### config.mk
export PLATFORM = sky130hd
export DESIGN_NAME = exu_muldiv_flat
export DESIGN_NICKNAME = d
export VERILOG_FILES = /design/src/rtl/exu_muldiv_pkg.sv /design/src/rtl/exu_muldiv_if.sv /design/src/rtl/muldiv_iter.sv /design/src/rtl/exu_muldiv.sv /design/src/flat_wrapper.sv
export SDC_FILE = /design/constraint.sdc
export NUM_CORES = 1
export LEC_CHECK = 0
export ABC_CLOCK_PERIOD_IN_PS = 5380
export BUFFER_PORTS_ARGS = -buffer_cell sky130_fd_sc_hd__buf_2
export CORE_ASPECT_RATIO = 1.4
export CORE_MARGIN = 3
export CORE_UTILIZATION = 48
export CTS_CLUSTER_SIZE = 28
export DETAILED_ROUTE_END_ITERATION = 12
export PLACE_DENSITY = 0.74
export SYNTH_ARGS = -nofsm -noshare
export SYNTH_HDL_FRONTEND = slang
export SYNTH_SLANG_ARGS = --single-unit
### constraint.sdc
create_clock -name clk -period 5.38 [get_ports clk]
set_clock_uncertainty 0.1 [all_clocks]
set_input_delay 0 -clock clk [delete_from_list [all_inputs] [get_ports clk]]
set_output_delay 0 -clock clk [all_outputs]
set_load 0.02 [all_outputs]
### src/rtl/exu_muldiv_pkg.sv
// Shared definitions for the RV32M multiply/divide unit: op encodings and FSM states.
package exu_muldiv_pkg;

    localparam int MDU_OP_WIDTH = 3;

    // RV32M funct3 encodings
    localparam logic [MDU_OP_WIDTH-1:0] MDU_MUL    = 3'd0;
    localparam logic [MDU_OP_WIDTH-1:0] MDU_MULH   = 3'd1;
    localparam logic [MDU_OP_WIDTH-1:0] MDU_MULHSU = 3'd2;
    localparam logic [MDU_OP_WIDTH-1:0] MDU_MULHU  = 3'd3;
    localparam logic [MDU_OP_WIDTH-1:0] MDU_DIV    = 3'd4;
    localparam logic [MDU_OP_WIDTH-1:0] MDU_DIVU   = 3'd5;
    localparam logic [MDU_OP_WIDTH-1:0] MDU_REM    = 3'd6;
    localparam logic [MDU_OP_WIDTH-1:0] MDU_REMU   = 3'd7;

    // Control FSM states, exported for observation through the debug port
    typedef enum logic [1:0] {
        IDLE = 2'd0,
        CALC = 2'd1,
        DONE = 2'd2
    } state_t;

    // Divide/remainder ops all have funct3[2] set
    function automatic logic op_is_div(input logic [MDU_OP_WIDTH-1:0] op);
        return op[2];
    endfunction

endpackage

### src/rtl/exu_muldiv_if.sv
// Pipeline-side signals of the multiply/divide unit.
// Handshake: start_i is a level request held by the pipeline while stallreq_o=1;
// the unit presents result_o for exactly one cycle with ready_o=1, during which
// stallreq_o drops so the instruction retires with the result.
interface exu_muldiv_if;
    import exu_muldiv_pkg::*;

    logic                    start_i;
    logic [MDU_OP_WIDTH-1:0] op_i;
    logic [31:0]             src1_i;
    logic [31:0]             src2_i;
    logic                    flush_i;
    logic [31:0]             result_o;
    logic                    ready_o;
    logic                    stallreq_o;

    modport master (
        output start_i, op_i, src1_i, src2_i, flush_i,
        input  result_o, ready_o, stallreq_o
    );

    modport slave (
        input  start_i, op_i, src1_i, src2_i, flush_i,
        output result_o, ready_o, stallreq_o
    );

endinterface

### src/rtl/muldiv_iter.sv
// Iterative multiply/divide datapath: one shift-add or restoring-division step per cycle.
// acc holds {high, low} for multiply and {remainder, quotient} for divide.
module muldiv_iter (
    input  logic        clk,
    input  logic        rst_n,
    input  logic        load,
    input  logic        step,
    input  logic        is_div,
    input  logic [31:0] a_mag,
    input  logic [31:0] b_mag,
    output logic [63:0] acc_next,
    output logic        last
);

    logic [63:0] acc;
    logic [31:0] operand_b;
    logic [5:0]  cnt;
    logic        div_mode;

    logic [32:0] mul_sum;
    logic [63:0] mul_next;
    logic [32:0] rem_sh;
    logic [31:0] rem_diff;
    logic        rem_ge;
    logic [63:0] div_next;

    // Next accumulator value for one iteration of either algorithm
    always_comb begin
        mul_sum  = {1'b0, acc[63:32]} + (acc[0] ? {1'b0, operand_b} : 33'd0);
        mul_next = {mul_sum, acc[31:1]};
        // Partial remainder is 33 bits wide after the shift; when it is >= the
        // divisor the difference is below 2^32, so a 32-bit subtract is exact.
        rem_sh   = acc[63:31];
        rem_ge   = (rem_sh >= {1'b0, operand_b});
        rem_diff = rem_sh[31:0] - operand_b;
        div_next = {(rem_ge ? rem_diff : rem_sh[31:0]), acc[30:0], rem_ge};
        acc_next = div_mode ? div_next : mul_next;
    end

    assign last = (cnt == 6'd31);

    // Operand capture and per-cycle iteration
    always_ff @(posedge clk or negedge rst_n) begin
        if (!rst_n) begin
            acc       <= 64'd0;
            operand_b <= 32'd0;
            cnt       <= 6'd0;
            div_mode  <= 1'b0;
        end else if (load) begin
            acc       <= {32'd0, a_mag};
            operand_b <= b_mag;
            cnt       <= 6'd0;
            div_mode  <= is_div;
        end else if (step) begin
            acc <= acc_next;
            cnt <= cnt + 6'd1;
        end
    end

endmodule

### src/rtl/exu_muldiv.sv
// RV32M multiply/divide unit: sign handling, special cases and the control FSM
// around the muldiv_iter datapath.
module exu_muldiv
    import exu_muldiv_pkg::*;
(
    input  logic          clk,
    input  logic          rst_n,
    exu_muldiv_if.slave   bus,
    output state_t        dbg_state
);

    state_t state, state_nx;

    logic                    load;
    logic                    step;
    logic                    last;
    logic [63:0]             acc_next;

    logic [MDU_OP_WIDTH-1:0] op_q;
    logic                    neg_a_q;
    logic                    neg_b_q;
    logic                    ready_q;
    logic [31:0]             result_q;

    logic                    a_signed;
    logic                    b_signed;
    logic                    neg_a;
    logic                    neg_b;
    logic [31:0]             a_mag;
    logic [31:0]             b_mag;
    logic                    div_zero;
    logic                    div_ovf;
    logic [31:0]             special_res;
    logic [63:0]             prod;
    logic [31:0]             quot;
    logic [31:0]             rem;
    logic [31:0]             calc_res;
    logic [31:0]             res_nx;

    // Operand decode: sign flags, magnitudes and the results that skip iteration
    always_comb begin
        a_signed = (bus.op_i == MDU_MUL) || (bus.op_i == MDU_MULH) || (bus.op_i == MDU_MULHSU) ||
                   (bus.op_i == MDU_DIV) || (bus.op_i == MDU_REM);
        b_signed = (bus.op_i == MDU_MUL) || (bus.op_i == MDU_MULH) ||
                   (bus.op_i == MDU_DIV) || (bus.op_i == MDU_REM);
        neg_a    = a_signed && bus.src1_i[31];
        neg_b    = b_signed && bus.src2_i[31];
        a_mag    = neg_a ? (~bus.src1_i + 32'd1) : bus.src1_i;
        b_mag    = neg_b ? (~bus.src2_i + 32'd1) : bus.src2_i;
        div_zero = op_is_div(bus.op_i) && (bus.src2_i == 32'd0);
        div_ovf  = ((bus.op_i == MDU_DIV) || (bus.op_i == MDU_REM)) &&
                   (bus.src1_i == 32'h8000_0000) && (bus.src2_i == 32'hFFFF_FFFF);
        special_res = 32'd0;
        if (div_zero) begin
            special_res = bus.op_i[1] ? bus.src1_i : 32'hFFFF_FFFF;
        end else if (div_ovf) begin
            special_res = bus.op_i[1] ? 32'd0 : 32'h8000_0000;
        end
    end

    // Sign correction applied to the final iteration's value as CALC exits
    always_comb begin
        prod     = (neg_a_q ^ neg_b_q) ? (~acc_next + 64'd1) : acc_next;
        quot     = (neg_a_q ^ neg_b_q) ? (~acc_next[31:0] + 32'd1) : acc_next[31:0];
        rem      = neg_a_q ? (~acc_next[63:32] + 32'd1) : acc_next[63:32];
        calc_res = 32'd0;
        case (op_q)
            MDU_MUL:                        calc_res = prod[31:0];
            MDU_MULH, MDU_MULHSU, MDU_MULHU: calc_res = prod[63:32];
            MDU_DIV, MDU_DIVU:              calc_res = quot;
            default:                        calc_res = rem;
        endcase
        res_nx = (state == IDLE) ? special_res : calc_res;
    end

    // Next-state and datapath control; flush overrides everything
    always_comb begin
        state_nx = state;
        load     = 1'b0;
        step     = 1'b0;
        if (bus.flush_i) begin
            state_nx = IDLE;
        end else begin
            case (state)
                IDLE: begin
                    if (bus.start_i) begin
                        load     = 1'b1;
                        state_nx = (div_zero || div_ovf) ? DONE : CALC;
                    end
                end
                CALC: begin
                    step = 1'b1;
                    if (last) begin
                        state_nx = DONE;
                    end
                end
                DONE: begin
                    state_nx = IDLE;
                end
                default: begin
                    state_nx = IDLE;
                end
            endcase
        end
    end

    // State register
    always_ff @(posedge clk or negedge rst_n) begin
        if (!rst_n) begin
            state <= IDLE;
        end else begin
            state <= state_nx;
        end
    end

    // Captured op and sign flags, registered result and ready pulse
    always_ff @(posedge clk or negedge rst_n) begin
        if (!rst_n) begin
            op_q     <= MDU_MUL;
            neg_a_q  <= 1'b0;
            neg_b_q  <= 1'b0;
            ready_q  <= 1'b0;
            result_q <= 32'd0;
        end else begin
            if (load) begin
                op_q    <= bus.op_i;
                neg_a_q <= neg_a;
                neg_b_q <= neg_b;
            end
            ready_q <= (state_nx == DONE);
            if (state_nx == DONE) begin
                result_q <= res_nx;
            end
        end
    end

    muldiv_iter u_iter (
        .clk      (clk),
        .rst_n    (rst_n),
        .load     (load),
        .step     (step),
        .is_div   (op_is_div(bus.op_i)),
        .a_mag    (a_mag),
        .b_mag    (b_mag),
        .acc_next (acc_next),
        .last     (last)
    );

    assign bus.result_o   = result_q;
    assign bus.ready_o    = ready_q;
    assign bus.stallreq_o = rst_n && bus.start_i && (state != DONE) && !bus.flush_i;
    assign dbg_state      = state;

endmodule
### src/flat_wrapper.sv
// flat-port wrapper written by rule: the top's interface ports become plain ports
module exu_muldiv_flat import exu_muldiv_pkg::*;
  (clk, rst_n, dbg_state, bus_start_i, bus_op_i, bus_src1_i, bus_src2_i, bus_flush_i, bus_result_o, bus_ready_o, bus_stallreq_o);
  exu_muldiv_if bus_i ();
  input  logic clk;
  input  logic rst_n;
  output state_t dbg_state;
  input wire logic [$bits(bus_i.start_i)-1:0] bus_start_i;
  input wire logic [$bits(bus_i.op_i)-1:0] bus_op_i;
  input wire logic [$bits(bus_i.src1_i)-1:0] bus_src1_i;
  input wire logic [$bits(bus_i.src2_i)-1:0] bus_src2_i;
  input wire logic [$bits(bus_i.flush_i)-1:0] bus_flush_i;
  output wire logic [$bits(bus_i.result_o)-1:0] bus_result_o;
  output wire logic [$bits(bus_i.ready_o)-1:0] bus_ready_o;
  output wire logic [$bits(bus_i.stallreq_o)-1:0] bus_stallreq_o;
  assign bus_i.start_i = bus_start_i;
  assign bus_i.op_i = bus_op_i;
  assign bus_i.src1_i = bus_src1_i;
  assign bus_i.src2_i = bus_src2_i;
  assign bus_i.flush_i = bus_flush_i;
  assign bus_result_o = bus_i.result_o;
  assign bus_ready_o = bus_i.ready_o;
  assign bus_stallreq_o = bus_i.stallreq_o;
  exu_muldiv u_core (.clk(clk), .rst_n(rst_n), .bus(bus_i), .dbg_state(dbg_state));
endmodule
==> summary.md <==
| Metric | Value |
|---|---|
| Syn avg cell area | 7.50 um^2 |
| Worst Tran Pin Value | 1.01 ns |
| Htree depth | 4 |
| Post-synth net total | 2,208 |
| Final core utilization | 58.4% |
| Area of the multi-input gates | 0.0113 mm^2 |
| Leak | 7.77 nW |
| Core area | 0.0317 mm^2 |
| Vias in the first global route | 17,200 |
| Setup crit end kind | flop |
| Ports | 107 |
| Tcrit/Tclk final | 96.7% |
| Critical path peak fanout | 10 |
| # clock sinks | 142 |
| Top cells by area, synth | dfrtp_1 (23%), xnor2_1 (6.2%), o21ai_0 (6.1%) |
| Die Height | 219 um |
| Initial core utilization | 48.9% |
| Kind of critical path | flop to flop |
| Hold crit path type | input port to asynchronous set/reset pin |
| Yosys top cell by area | dfrtp_1 |
| DRT Wirelength | 65.1 mm |
| Chip width | 158 um |
| Final Hold Slack | 0.0339 ns |
| Clock power frac | 14.2% |
| Hold Fails Final Rpt | 0 |
| First-pass iteration count of the detailed router | 6 |
| Startpoint Class | flop |
| EDFF count, synth | 0 |
| Total GRT Usage | 37.3% |
| Ys async rst share | 100% |
| Area of the mapped netlist | 0.0155 mm^2 |
| Post-synthesis cell type count | 97 |
| Sequential fraction of design power | 17.4% |
| Clk pin slew, worst setup/hold paths | 0.07 ns |
| Final Critical Period | 5.20 ns |
| Cell count after synthesis | 2,065 |
| Hpwl dp | 48.7 mm |
| R2R setup slack | 0.18 ns |
| Sequential share of the synthesized area | 22.9% |
| Seq. cell area | 0.00356 mm^2 |
| Share of layout cells above drive strength 1 | 15.4% |
| Root Buffer | clkbuf_16 |
| Count leader, synth | nand2_1 |
| Fillers | 2,901 |
| Maximum number of pins on one net before global-route repair | 71 |
| Switching power total | 4.55 mW |
| R2R depth | 23 |
| RePlAce Congestion | 1.08 |
| RSZ-0062 raised after global routing | yes |
| FMAX | 0.192 GHz |
| DR iter-0 viols | 1,599 |
| Via-per-instance ratio | 6.58 |
| CTS tree | yes |
| Area delta synth->final | 19.5% |
| Outcome | finished clean |
| Total gr overflow | 0 |
| Max Root-Sink Buffers | 2 |
| YS warnings | 0 |
| Die Footprint | 0.0345 mm^2 |
| Worst EP required | 5.59 ns |
| Worst Path Arrival | 5.42 ns |
| Clock buffer count from CTS | 17 |
| Comb power frac | 68.4% |
| Synth Flop Type | dfrtp_1 |
| DRC viols | 0 |
| Via count | 17,600 |
| PD cells | 482 mW/mm^2 |
| FP Rows | 77 |
| Clock Latency Late Sink | 0.46 ns |
| Share of the synthesized area in the top cell type | 22.9% |
| Max transition margin | 32.6% |
| Final count of pins violating max slew | 0 |
| Initial antenna violation count | 1 |
| Int Power | 4.36 mW |
| Final setup fails | 0 |
| Commonest cells post-synth | nand2_1 (228), o21ai_0 (188), a21oi_1 (180) |
| Routed Antenna Nets | 0 |
| Port Buf Inserts | 106 |
| Drt wl/cell | 24.3 um |
| Synthesized flop and latch total | 142 |
| Switch share | 51.1% |
| First-pass GRT wire length | 98.6 mm |
| Max_cap viols | 0 |
| Peak supply drop | 0.000295 V |
| Final nets | 2,410 |
==> through the flow <==
stage | power, mW | worst slack [ns] | instances | setup TNS [ns] | instance area [um^2]
2_1_floorplan | 5.41 | 0.0616 | 2065 | 0 | 15500
3_3_place_gp | 7.24 | 0.133 | 2557 | 0 | 16900
3_5_place_dp | 7.28 | 0.0951 | 2557 | 0 | 16900
4_1_cts | 8.62 | 0.0401 | 2667 | 0 | 18300
5_1_grt | 9.42 | -0.0681 | 2676 | -0.0681 | 18500
6_report | 8.91 | 0.176 | 2676 | 0 | 18500
==> cells in the final DEF, fill, tap and decap left out, types with 11 or more instances in the layout <==
master / count
a21o_1: 20
o22ai_1: 29
nor2_1: 149
mux2_2: 14
a221oi_1: 22
a211oi_1: 17
nor3_1: 68
o21ai_0: 184
dfrtp_1: 140
nand4_1: 38
o21a_1: 17
a21oi_1: 178
dlygate4sd3_1: 77
or3_1: 28
nand2_1: 227
buf_2: 105
a31oi_1: 32
mux2i_1: 37
xnor2_1: 109
o31ai_1: 25
nor2b_1: 32
o211ai_1: 11
nor4_1: 20
a22o_1: 15
nand3_1: 43
clkbuf_16: 17
ha_1: 65
buf_4: 122
o21ai_1: 11
inv_1: 70
xor2_1: 75
and2_1: 42
o221ai_1: 21
==> what timing repair did <==
item | in CTS | in global routing
gates resized for setup | 0 | 32
setup buffers | 0 | 7
setup endpoints to repair | 0 | 16
hold buffers | 78 | 0
hold endpoints to repair | 163 | 0
==> logic make-up (layout without fill, tap and decap cells) <==
| logic type | Yosys count | count (layout) | share of synthesized area [%] |
|---|---|---|---|
| buffers and inverters | 198 | 412 | 5.27 |
| xor gates and xnor gates | 186 | 186 | 10.5 |
| DFF | 142 | 142 | 22.9 |
| AOI/OAI and AO/OA | 687 | 688 | 28.4 |
| other | 0 | 1 | 0 |
| muxes | 53 | 53 | 3.65 |
| adders and majority gates | 72 | 72 | 5.91 |
| and+or+nand+nor | 727 | 727 | 23.3 |
==> power by group through the flow <==
stage          Clock [mW]  Combinational, mW  Sequential [mW]
3_5_place_dp            0               5.73             1.55
3_3_place_gp            0               5.70             1.54
2_1_floorplan           0               3.97             1.44
4_1_cts              1.27               5.82             1.53
6_report             1.26               6.09             1.55
5_1_grt              1.31               6.54             1.57
==> flip-flops by register name (all words and copies together), names as in the netlist <==
signal / count
u_core.u_iter.acc: 64
u_core.bus.result_o: 32
u_core.u_iter.operand_b: 32
u_core.u_iter.cnt: 6
u_core.dbg_state: 2
u_core.op_q: 2
u_core.bus.ready_o: 1
u_core.neg_a_q: 1
u_core.neg_b_q: 1
u_core.u_iter.div_mode: 1
==> critical path: stages, from the launching register on <==
cell and delay (ns):
dfrtp_1 0.44, ha_1 0.40, nand2_1 0.23, a211oi_4 0.39, o21ai_2 0.18, a31o_4 0.33, buf_4 0.16, nand3_1 0.07
a31oi_1 0.16, inv_1 0.15, ha_1 0.17, nand2_1 0.08, nor4_2 0.17, a221oi_1 0.08, buf_4 0.16, nor3_4 0.19
nand4b_2 0.17, buf_4 0.18, nor4_4 0.22, buf_6 0.17, a21oi_1 0.08, xnor2_1 0.15, a222oi_1 0.49, o21ai_1 0.12
==> path summary, 6_finish.rpt <==
kind,to,start
hold / removal,u_core.u_iter.acc[51],rst_n
setup / recovery,u_core.bus.result_o[24],u_core.u_iter.acc[35]
max in group asynchronous,u_core.u_iter.acc[3],rst_n
setup reg to reg,u_core.bus.result_o[24],u_core.u_iter.acc[35]
hold reg to reg,u_core.bus.result_o[5],u_core.bus.result_o[5]
min in group clk,u_core.u_iter.acc[1],bus_start_i
==> area by class of cell <==
class	instances	share of cell area [%]
multi-input cells	1726	61.1
flip-flops and latches	142	19.2
repair buffers	308	12.3
well taps	395	2.67
clock buffers	18	2.32
inverters	72	1.46
clock inverters	14	0.920
diodes	1	0.0135
==> metal layers <==
layer / share of wire (%) / GRT usage, %
met5: 0 / 0
met4: 10 / 32.8
met2: 47 / 61.6
met3: 7.1 / 5.65
met1: 35 / 41.1
(Power assumes the default switching activity.)
